===== config.mk =====
export PLATFORM = sky130hd
export DESIGN_NAME = wb_daq_sram_writer
export DESIGN_NICKNAME = d
export VERILOG_FILES = /design/src/rtl/wb_daq_sram_writer.sv
export SDC_FILE = /design/constraint.sdc
export NUM_CORES = 1
export LEC_CHECK = 0
export CORE_ASPECT_RATIO = 1.4
export CORE_MARGIN = 10
export CORE_UTILIZATION = 48
export DETAILED_ROUTE_END_ITERATION = 10
export GPL_TIMING_DRIVEN = 0
export PLACE_DENSITY = 0.82
export SYNTH_ARGS = -nofsm -noshare
export SYNTH_HDL_FRONTEND = slang
export SYNTH_SLANG_ARGS = --single-unit

===== constraint.sdc =====
create_clock -name wb_clk -period 3 [get_ports wb_clk]
set_clock_uncertainty 0.15 [all_clocks]
set_input_delay 0.6 -clock wb_clk [delete_from_list [all_inputs] [get_ports wb_clk]]
set_output_delay 0.6 -clock wb_clk [all_outputs]
set_load 0.01 [all_outputs]

===== src/rtl/wb_daq_sram_writer.sv =====
// Captures DAQ sample words into a small FIFO and drains them as single-word
// Wishbone classic writes into a circular buffer in system memory.
//
// state | meaning
// IDLE  | no bus cycle; start one when enabled, length!=0, FIFO has data, no error
// BUS   | cyc/stb/we asserted, waiting for ack, err or rty
// RETRY | one dead cycle after rty, then the same word is re-issued
// ERROR | halted after err until clear_status
module wb_daq_sram_writer #(
  parameter int dw      = 32,
  parameter int aw      = 32,
  parameter int fifo_aw = 2
) (
  input  logic          wb_clk,
  input  logic          wb_rst,
  input  logic          enable,
  input  logic [aw-1:0] base_address,
  input  logic [15:0]   length,
  input  logic          clear_status,
  input  logic [dw-1:0] data_in,
  input  logic          data_valid,
  output logic [aw-1:0] wb_adr_o,
  output logic [dw-1:0] wb_dat_o,
  output logic [3:0]    wb_sel_o,
  output logic          wb_we_o,
  output logic          wb_cyc_o,
  output logic          wb_stb_o,
  output logic [2:0]    wb_cti_o,
  output logic [1:0]    wb_bte_o,
  input  logic          wb_ack_i,
  input  logic          wb_err_i,
  input  logic          wb_rty_i,
  output logic          wrap,
  output logic          overflow,
  output logic          error,
  output logic [15:0]   word_offset
);

  typedef enum logic [1:0] {IDLE, BUS, RETRY, ERROR} state_t;

  localparam int depth = 1 << fifo_aw;
  localparam logic [fifo_aw:0] ptr_one = 1;

  state_t              state_q, state_d;
  logic [fifo_aw:0]    wr_ptr_q, wr_ptr_d, rd_ptr_q, rd_ptr_d;
  logic [dw-1:0]       mem_q [depth];
  logic [aw-1:0]       adr_q, adr_d;
  logic [dw-1:0]       dat_q, dat_d;
  logic [15:0]         offset_q, offset_d;
  logic                bus_q, bus_d;
  logic                wrap_q, wrap_d;
  logic                overflow_q, overflow_d;
  logic                error_q, error_d;
  logic                fifo_empty, fifo_full, fifo_wr;
  logic [aw-1:0]       base_clean;

  assign fifo_empty = (wr_ptr_q == rd_ptr_q);
  assign fifo_full  = (wr_ptr_q[fifo_aw] != rd_ptr_q[fifo_aw]) &&
                      (wr_ptr_q[fifo_aw-1:0] == rd_ptr_q[fifo_aw-1:0]);
  assign fifo_wr    = data_valid && !fifo_full;
  assign base_clean = base_address & ~aw'(3);

  always_comb begin
    state_d    = state_q;
    wr_ptr_d   = fifo_wr ? wr_ptr_q + ptr_one : wr_ptr_q;
    rd_ptr_d   = rd_ptr_q;
    adr_d      = adr_q;
    dat_d      = dat_q;
    offset_d   = offset_q;
    wrap_d     = 1'b0;
    overflow_d = overflow_q;
    error_d    = error_q;

    // clear first so a coincident set wins
    if (clear_status) begin
      overflow_d = 1'b0;
      error_d    = 1'b0;
    end
    if (data_valid && fifo_full) overflow_d = 1'b1;

    case (state_q)
      IDLE: begin
        if (!enable) begin
          offset_d = '0;
        end else if (length != 16'd0 && !fifo_empty && !error_q) begin
          state_d = BUS;
          adr_d   = base_clean + aw'({offset_q, 2'b00});
          dat_d   = mem_q[rd_ptr_q[fifo_aw-1:0]];
        end
      end
      BUS: begin
        if (wb_err_i) begin
          state_d = ERROR;
          error_d = 1'b1;
        end else if (wb_rty_i) begin
          state_d = RETRY;
        end else if (wb_ack_i) begin
          state_d  = IDLE;
          rd_ptr_d = rd_ptr_q + ptr_one;
          if (offset_q == length - 16'd1) begin
            offset_d = '0;
            wrap_d   = 1'b1;
          end else begin
            offset_d = offset_q + 16'd1;
          end
        end
      end
      RETRY:   state_d = BUS;
      ERROR:   if (clear_status) state_d = IDLE;
      default: state_d = IDLE;
    endcase

    bus_d = (state_d == BUS);
  end

  always_ff @(posedge wb_clk) begin
    if (wb_rst) begin
      state_q    <= IDLE;
      wr_ptr_q   <= '0;
      rd_ptr_q   <= '0;
      adr_q      <= '0;
      dat_q      <= '0;
      offset_q   <= '0;
      bus_q      <= 1'b0;
      wrap_q     <= 1'b0;
      overflow_q <= 1'b0;
      error_q    <= 1'b0;
    end else begin
      state_q    <= state_d;
      wr_ptr_q   <= wr_ptr_d;
      rd_ptr_q   <= rd_ptr_d;
      adr_q      <= adr_d;
      dat_q      <= dat_d;
      offset_q   <= offset_d;
      bus_q      <= bus_d;
      wrap_q     <= wrap_d;
      overflow_q <= overflow_d;
      error_q    <= error_d;
    end
  end

  // storage needs no reset; the pointers define what is valid
  always_ff @(posedge wb_clk) begin
    if (fifo_wr) mem_q[wr_ptr_q[fifo_aw-1:0]] <= data_in;
  end

  assign wb_adr_o    = adr_q;
  assign wb_dat_o    = dat_q;
  assign wb_sel_o    = {4{bus_q}};
  assign wb_we_o     = bus_q;
  assign wb_cyc_o    = bus_q;
  assign wb_stb_o    = bus_q;
  assign wb_cti_o    = 3'b000;
  assign wb_bte_o    = 2'b00;
  assign wrap        = wrap_q;
  assign overflow    = overflow_q;
  assign error       = error_q;
  assign word_offset = offset_q;

endmodule


== Word-level counts from Yosys, hierarchy flattened ==
Memories as Yosys holds them, arrays and structs flattened. A register that Yosys moved wholly into a read port is not among the register bits.
Index checks and enable logic that the tools add are counted.
Storage, ports and cells
  bits in registers: 60
  RAM bits: 128
  bits of input ports: 88
  output and inout bits: 95
  logic and storage cells: 68
  memories kept: 1
Memories
  mem_q: depth 4, bits a word 32, read ports 1, clocked after memory_dff 1, write ports 1, RTL line 46  | logic [dw-1:0] mem_q [depth];
Operators by class
  $add $sub $neg: 5
  equal/unequal tests: 12
  mux-type cells: 21
  bitwise logic cells: 4
  reduce and logical (&&, ||, !) cells: 16
Operator list (count)
  2-to-1 mux 16 bit: 5
  adder 32 x 18 -> 32 bit: 1
  one-hot mux 16 bit (2 select lines): 1
  adder 16 x 1 -> 16 bit, second input constant: 1
  equality test 16 bit: 1
  nonzero test 16 bit: 1
  subtractor 16 x 1 -> 16 bit, second input constant: 1
  2-to-1 mux 2 bit: 6
  2-to-1 mux 1 bit: 8
  != test 2 bit, second input constant: 4
  one-hot mux 2 bit (4 select lines): 1
  adder 3 x 1 -> 3 bit, second input constant: 2
  logical AND 1 bit: 5
  AND reduction 5 bit: 1
  OR reduction 5 bit: 1
  equality test 2 x 1 -> 1 bit, second input constant: 2
  equality test 2 bit, second input constant: 2
  inverter 1 bit: 4
  AND reduction 4 bit: 1
  nonzero test 2 bit: 2
  equality test 3 bit: 1
  logical NOT 1 bit: 3
  AND reduction 3 bit: 1
  equality test 2 bit: 1
  other kinds (2): 2

== Longest topological paths before layout ==
Gate-level depths: netlist (run 1).
  word-level depth: 8
  depth in mapped cells: 12
  gate-level depth less buffers: 11

== Least setup slack after synthesis (run 1) ==
Ideal clock, no wire load.
  path type: input port to flip-flop
  start point: input port length[2]
  end point: register offset_q[6], in the netlist word_offset[6]
  library setup time: 0.115 ns
  arrival: 2.762 ns
  required time: 2.735 ns
  setup slack: -0.026 ns
  stages on the path: 10
  path buffers: 2
  cell sequence: buf_6 -> nor4_1 -> nand2_1 -> xnor2_1 -> nor4_1 -> or4b_1 -> nand4b_4 -> o21ai_2 -> buf_6 -> nor2_1
On the way
  longest elaborated chain between the ends: 7
Ends and longest elaborated chain
  start, declared: RTL line 18  | input logic [15:0] length,
  subtractor 16 x 1 -> 16 bit: RTL line 100  | if (offset_q == length - 16'd1) begin
  equality test 16 bit: RTL line 100
  2-to-1 mux 16 bit: RTL line 100
  2-to-1 mux 16 bit: RTL line 97  | end else if (wb_ack_i) begin
  2-to-1 mux 16 bit: RTL line 95  | end else if (wb_rty_i) begin
  2-to-1 mux 16 bit: RTL line 92  | if (wb_err_i) begin
  one-hot mux 16 bit (2 select lines): RTL line 81  | case (state_q)
  end signal, assigned: RTL line 134  | offset_q <= offset_d;
  end, declared: RTL line 49  | logic [15:0] offset_q, offset_d;
Every way passes these cells. The select of a mux whose other input is x is not followed.
A chain may end at the register's enable or synchronous reset.

== Worst setup path in the final report (run 1) ==
  start point: input port base_address[11]
  end point: register adr_q[16], in the netlist wb_adr_o[16]
On the way
  longest elaborated chain between the ends: 1
Ends and longest elaborated chain
  start, declared: RTL line 17  | input logic [aw-1:0] base_address,
  adder 32 x 18 -> 32 bit: RTL line 87  | adr_d = base_clean + aw'({offset_q, 2'b00});
  end signal, assigned: RTL line 132  | adr_q <= adr_d;
  end, declared: RTL line 47  | logic [aw-1:0] adr_q, adr_d;
Every way passes these cells.

==> flow_summary.json, run 1 <==
{
  "dp_cells": 1281,
  "synthArstFlopShare": 0,
  "powerDensity_mw_per_mm2": 553,
  "grt_pass1_wl_um": 41400,
  "start_util": 0.486,
  "rsz0062_at_grt": "yes",
  "slowest_delay_ps": 420,
  "finalHoldViolations": 0,
  "fmax_ghz": 0.340,
  "slew_headroom": 0.406,
  "grt_max_degree": 34,
  "fillers": 1558,
  "antenna_left": 0,
  "worstReg2RegStart": "word_offset[9]$_SDFFE_PP0P_",
  "vias": 7367,
  "final_core_util": 0.633,
  "r2r_slack_ps": 130,
  "layout_common_cells": "165 x clkdlybuf4s50_1, 128 x edfxtp_1, 118 x nand2_1, 88 x dfxtp_1, 58 x nor2_1",
  "finalSetupTns_ps": 0,
  "io-pin-count": 183,
  "synthToLayoutAreaGrowth_pct": 30.3,
  "required_ps": 3280,
  "overflow": 0,
  "firstDrtPassIters": 7,
  "ys_seq_area_frac": 0.570,
  "finalCritPeriodShare": 0.981,
  "dp_hpwl_um": 19200,
  "drc": 0,
  "antenna_found_initial": 0,
  "holdPathEnd": "wb_adr_o[13]$_SDFFE_PP0P_",
  "whs_path_depth": 2,
  "start_kind": "input pin",
  "min_from": "wb_adr_o[13]$_SDFFE_PP0P_",
  "grt_pass1_vias": 7860,
  "wl_um": 26300,
  "ys_ff_latch": 218,
  "die_x_um": 141,
  "stdcell_count": 1322,
  "yosys_most_used_dff": "edfxtp_1",
  "nets": 1163,
  "end_kind": "register",
  "worst_pin_slew_ps": 890,
  "timing.critical_path.mode_cell": "a21o_1",
  "r2r_cells": 9,
  "io_buffer_count": 171,
  "critPathKind": "input pin to register",
  "rows": 62,
  "peakVddDrop_mv": 0.552,
  "p_leak_nw": 4.51,
  "cts_tree": "yes",
  "synthCells": 848,
  "dieHeight_um": 190,
  "avgSynthCellArea_um2": 11.7,
  "drive_gt1_frac": 0.129,
  "status": "finished clean",
  "core-area_mm2": 0.0204,
  "final_area_mm2": 0.0129,
  "clock_path_buffers": 3,
  "crit_family": "compound AO/OA/AOI/OAI gates",
  "gp_congestion": 0.935,
  "critPathBufInv": 1,
  "dieArea_mm2": 0.0269,
  "clk_latency_ps": 500,
  "grt.total_usage": 0.190,
  "cts_hold_buf": 0,
  "clk_pin_slew_ps": 60,
  "cts_root_buffer": "clkbuf_16",
  "cp_max_fo": 8,
  "viasPerCell": 5.57,
  "setup_viol": 0,
  "cpMaxStageDelayCell": "clkdlybuf4s50_1",
  "hp-class": "register to register",
  "cap_violations": 0,
  "htree_num_levels": 1,
  "clkSinkCount": 218,
  "cts_made_buffers": 21,
  "synth-warning-count": 0,
  "drv_slew": 0,
  "rr_endpoint": "wb_adr_o[16]$_SDFFE_PP0P_",
  "cp_cell_sequence": "clkdlybuf4s50_1 > ha_1 > a21o_1 > a21o_1 > a21o_1 > a21o_1 > a21o_1 > o21a_2 > or3_1 > a21oi_1",
  "final_common_cell": "clkdlybuf4s50_1",
  "synth_edf_count": 128,
  "wl_per_cell_um": 19.9,
  "placed_area_mm2": 0.0120,
  "ys_types": 68,
  "antennaDiodeCount": 0,
  "p_total_mw": 7.14,
  "finalWorstPathRequiredPeriod_ps": 2940,
  "syn-cell-area_mm2": 0.00991,
  "arrival_ps": 3220,
  "drt_iter0_drc": 453
}
## routing by layer
layer  vias to the layer above  global-route usage  part of all wire
li1                       3518                   -                 -
met1                      3567               0.207              0.38
met2                       226               0.343              0.52
met3                        56              0.0407             0.061
met4                         0              0.0894             0.038
met5                         -                   0                 0
## cell type report
class                   count  area [um2]  share of cell area
well taps                 256         320              0.0248
plain buffers              55         304              0.0235
multi-input cells         566        4090               0.317
clock inverters            17         209              0.0162
clock buffers              21         526              0.0407
repair buffers            175        1760               0.137
inverters                  14        52.6             0.00407
flip-flops and latches    218        5650               0.437
## flip-flops by register name, summed over array words and instances (netlist names)
name         flops
mem_q          128
wb_dat_o        32
wb_adr_o        30
word_offset     16
rd_ptr_q         3
wr_ptr_q         3
state_q          2
error            1
overflow         1
wb_cyc_o         1
wrap             1
## worst max path at each step
stage	from	to	slack (ps)	cells past startpoint
4_1_cts	length[0]	word_offset[2]$_SDFFE_PP0P_	3	11
3_5_place_dp	length[0]	word_offset[2]$_SDFFE_PP0P_	-970	12
2_1_floorplan	base_address[3]	wb_adr_o[29]$_SDFFE_PP0P_	60	9
3_3_place_gp	base_address[3]	wb_adr_o[29]$_SDFFE_PP0P_	-890	10
6_report	base_address[11]	wb_adr_o[16]$_SDFFE_PP0P_	60	10
5_1_grt	base_address[3]	wb_adr_o[29]$_SDFFE_PP0P_	-10	10
## cells in the mapped netlist (all sizes together) (2+ instances only)
cell type / count / area [um2]
o311ai: 2 / 17.5
or2: 3 / 18.8
mux4: 32 / 721
xor2: 23 / 201
o21ai: 17 / 92.6
o211ai: 4 / 30.0
and3: 12 / 75.1
xnor2: 32 / 280
inv: 14 / 52.6
a32oi: 3 / 26.3
nand3: 21 / 105
a211o: 2 / 17.5
and4: 2 / 17.5
nand2b: 3 / 18.8
nor4: 15 / 109
and2: 3 / 18.8
mux2i: 2 / 20.0
buf: 27 / 175
nand2: 119 / 447
ha: 23 / 288
nor3b: 15 / 113
a311oi: 3 / 26.3
nor2: 59 / 221
a221oi: 2 / 17.5
nor3: 18 / 95.1
nor2b: 10 / 62.6
a21oi: 58 / 290
or4: 2 / 18.8
nand4: 16 / 100
a211oi: 9 / 67.6
or3: 3 / 18.8
o21a: 5 / 37.5
clkbuf: 29 / 109
edfxtp: 128 / 3840
dfxtp: 90 / 1800
a21o: 9 / 67.6
a31oi: 10 / 62.6
o31ai: 3 / 22.5
## power by group
group	switching [mW]	total [mW]	internal [mW]
combinational	0.488	0.944	0.456
sequential	0.0720	3.41	3.34
clock	1.15	2.79	1.65
## repair_timing
item	in CTS	in global routing
buffers inserted	2	2
endpoints found under the hold margin	0	0
pin swaps	4	12
resized for setup	27	22
setup endpoints to repair	62	73
## tightest hold or removal path, cell delays in order (launching register included)
cell and delay [ps]:
dfxtp_1 310, nand2_1 50, a21oi_1 50
## logic make-up after synthesis
family | Yosys count | synth area share
AOI/OAI and AO/OA | 140 | 0.0904
xor gates and xnor gates | 55 | 0.0486
adders and majority gates | 24 | 0.0311
buffers and inverters | 70 | 0.0340
DFF | 218 | 0.570
muxes | 35 | 0.0759
other | 1 | 0.000378
and+or+nand+nor | 305 | 0.150
## per-stage QoR
stage / hold WS, ps / setup WS [ps]
2_1_floorplan: 326 / 63.2
3_3_place_gp: 289 / -888
3_5_place_dp: 293 / -965
4_1_cts: 302 / 2.91
5_1_grt: 329 / -13.7
6_report: 299 / 58.5
No activity file was read; power rests on OpenSTA's default activity.
==> run 2: changes to the inputs <==
--- a/config.mk
+++ b/config.mk
@@ -10,6 +10,7 @@
 export CORE_UTILIZATION = 48
 export DETAILED_ROUTE_END_ITERATION = 10
 export GPL_TIMING_DRIVEN = 0
+export MAX_ROUTING_LAYER = met4
 export PLACE_DENSITY = 0.82
 export SYNTH_ARGS = -nofsm -noshare
 export SYNTH_HDL_FRONTEND = slang
==> run 2 against run 1 <==
  * Sequential share of layout area decreased by 0.26 points
  * Die area unchanged
  * Clock-buffer cell count up 1
  * Critical endpoint unchanged
  * Largest cell class unchanged
  * Clock power is 7.2% higher
  * Core utilization grew 0.39 points
==> flow_summary.json, run 2 (synthesis gave the netlist of run 1 again) <==
{
  "start_kind": "input pin",
  "synthToLayoutAreaGrowth_pct": 31.1,
  "overflow": 0,
  "clk_pin_slew_ps": 60,
  "critPathKind": "input pin to register",
  "clock_path_buffers": 3,
  "antennaDiodeCount": 0,
  "finalHoldViolations": 0,
  "drv_slew": 0,
  "drive_gt1_frac": 0.136,
  "worst_setup_path_startpoint": "base_address[11]",
  "setup_slack_ps": 45.5,
  "dp_hpwl_um": 18900,
  "antenna_found_initial": 0,
  "finalCritPeriodShare": 0.985,
  "clk_latency_ps": 500,
  "end_kind": "register",
  "status": "finished clean",
  "arrival_ps": 3220,
  "rsz0062_at_grt": "yes",
  "cts_hold_buf": 0,
  "nets": 1167,
  "io_buffer_count": 171,
  "cp_max_fo": 8,
  "cap_violations": 0,
  "core-area_mm2": 0.0204,
  "start_util": 0.486,
  "placed_area_mm2": 0.0120,
  "slew_headroom": 0.371,
  "vias": 7478,
  "cts_made_buffers": 21,
  "largest_reg_flops": 128,
  "final_common_cell": "clkdlybuf4s50_1",
  "clkSinkCount": 218,
  "viasPerCell": 5.64,
  "peakVddDrop_mv": 0.663,
  "dp_slack_ps": -994,
  "layout_common_cells": "164 x clkdlybuf4s50_1, 128 x edfxtp_1, 118 x nand2_1, 87 x dfxtp_1, 58 x nor2_1",
  "gp_congestion": 0.931,
  "required_ps": 3270,
  "worstReg2RegStart": "word_offset[9]$_SDFFE_PP0P_",
  "finalWorstPathRequiredPeriod_ps": 2950,
  "grt_max_degree": 34,
  "r2r_slack_ps": 210,
  "wl_per_cell_um": 20.1,
  "min_from": "wb_adr_o[13]$_SDFFE_PP0P_",
  "wl_um": 26600,
  "hp-class": "register to register",
  "powerDensity_mw_per_mm2": 565,
  "cts_root_buffer": "clkbuf_16",
  "grt_pass1_vias": 7584,
  "htree_num_levels": 1,
  "rows": 62,
  "p_leak_nw": 4.57,
  "drt_iter0_drc": 525,
  "cts_tree": "yes",
  "antenna_left": 0,
  "final_area_mm2": 0.0130,
  "fmax_ghz": 0.338,
  "drc": 0,
  "grt.total_usage": 0.195,
  "dieArea_mm2": 0.0269,
  "die_x_um": 141,
  "io-pin-count": 183,
  "setup_viol": 0,
  "firstDrtPassIters": 5,
  "grt_pass1_wl_um": 41200,
  "dieHeight_um": 190,
  "worst_pin_slew_ps": 944
}
run 2: cell count changes in the layout (fill, tap and decap cells not counted), moves of 2 or more:
cell and delta:
clkbuf_2 +2, buf_4 +5, bufinv_16 +2, clkbuf_4 -2
run 2: what timing repair did:
item,CTS,global route
setup buffers,2,6
resized for setup,24,33
endpoints found under the setup margin,62,73
cloned,0,1
pin swaps,2,7
run 2: area by class of cell:
cell class	instances	area, um2
Fill cell	1553	7410
Buffer	54	295
Sequential cell	218	5650
Multi-Input combinational cell	566	4090
Clock inverter	16	253
Clock buffer	22	539
Timing Repair Buffer	180	1790
Inverter	14	52.6
Tap cell	256	320
run 2: where the power goes:
| part | internal [mW] | switching (mW) |
|---|---|---|
| registers | 3.34 | 0.0718 |
| logic | 0.456 | 0.490 |
| clock network | 1.84 | 1.14 |
| total | 5.64 | 1.71 |
run 2: per-stage QoR:
stage / setup TNS (ps) / utilization / hold WS (ps) / std cells / power (mW)
after floorplan: 0 / - / 326 / 854 / 3.91
after global placement: -69430 / 0.587 / 290 / 1281 / 4.38
after detailed placement: -54200 / 0.587 / 294 / 1281 / 4.40
after CTS: 0 / 0.630 / 303 / 1320 / 7.39
after global routing: -588 / 0.637 / 321 / 1326 / 7.60
final: 0 / 0.637 / 299 / 1326 / 7.34
run 2: worst max-delay path: stages:
cell             delay [ps]
clkdlybuf4s50_1         480
ha_2                    320
a21o_1                  200
a21o_1                  200
a21o_1                  190
a21o_1                  210
a21o_1                  210
o21a_2                  260
or3_1                   400
a21oi_1                 150
run 2: path summary, 6_finish.rpt:
path,to,cells past startpoint
max,wb_adr_o[16]$_SDFFE_PP0P_,10
min,wb_adr_o[13]$_SDFFE_PP0P_,2
max reg2reg,wb_adr_o[16]$_SDFFE_PP0P_,9
min reg2reg,wb_adr_o[13]$_SDFFE_PP0P_,2
run 2: layer usage:
layer,vias to the layer above,global-route usage,share of wire
li1,3537,-,-
met1,3616,0.212,0.37
met2,271,0.354,0.53
met3,54,0.0327,0.066
met4,0,0.0638,0.030
met5,-,-,0
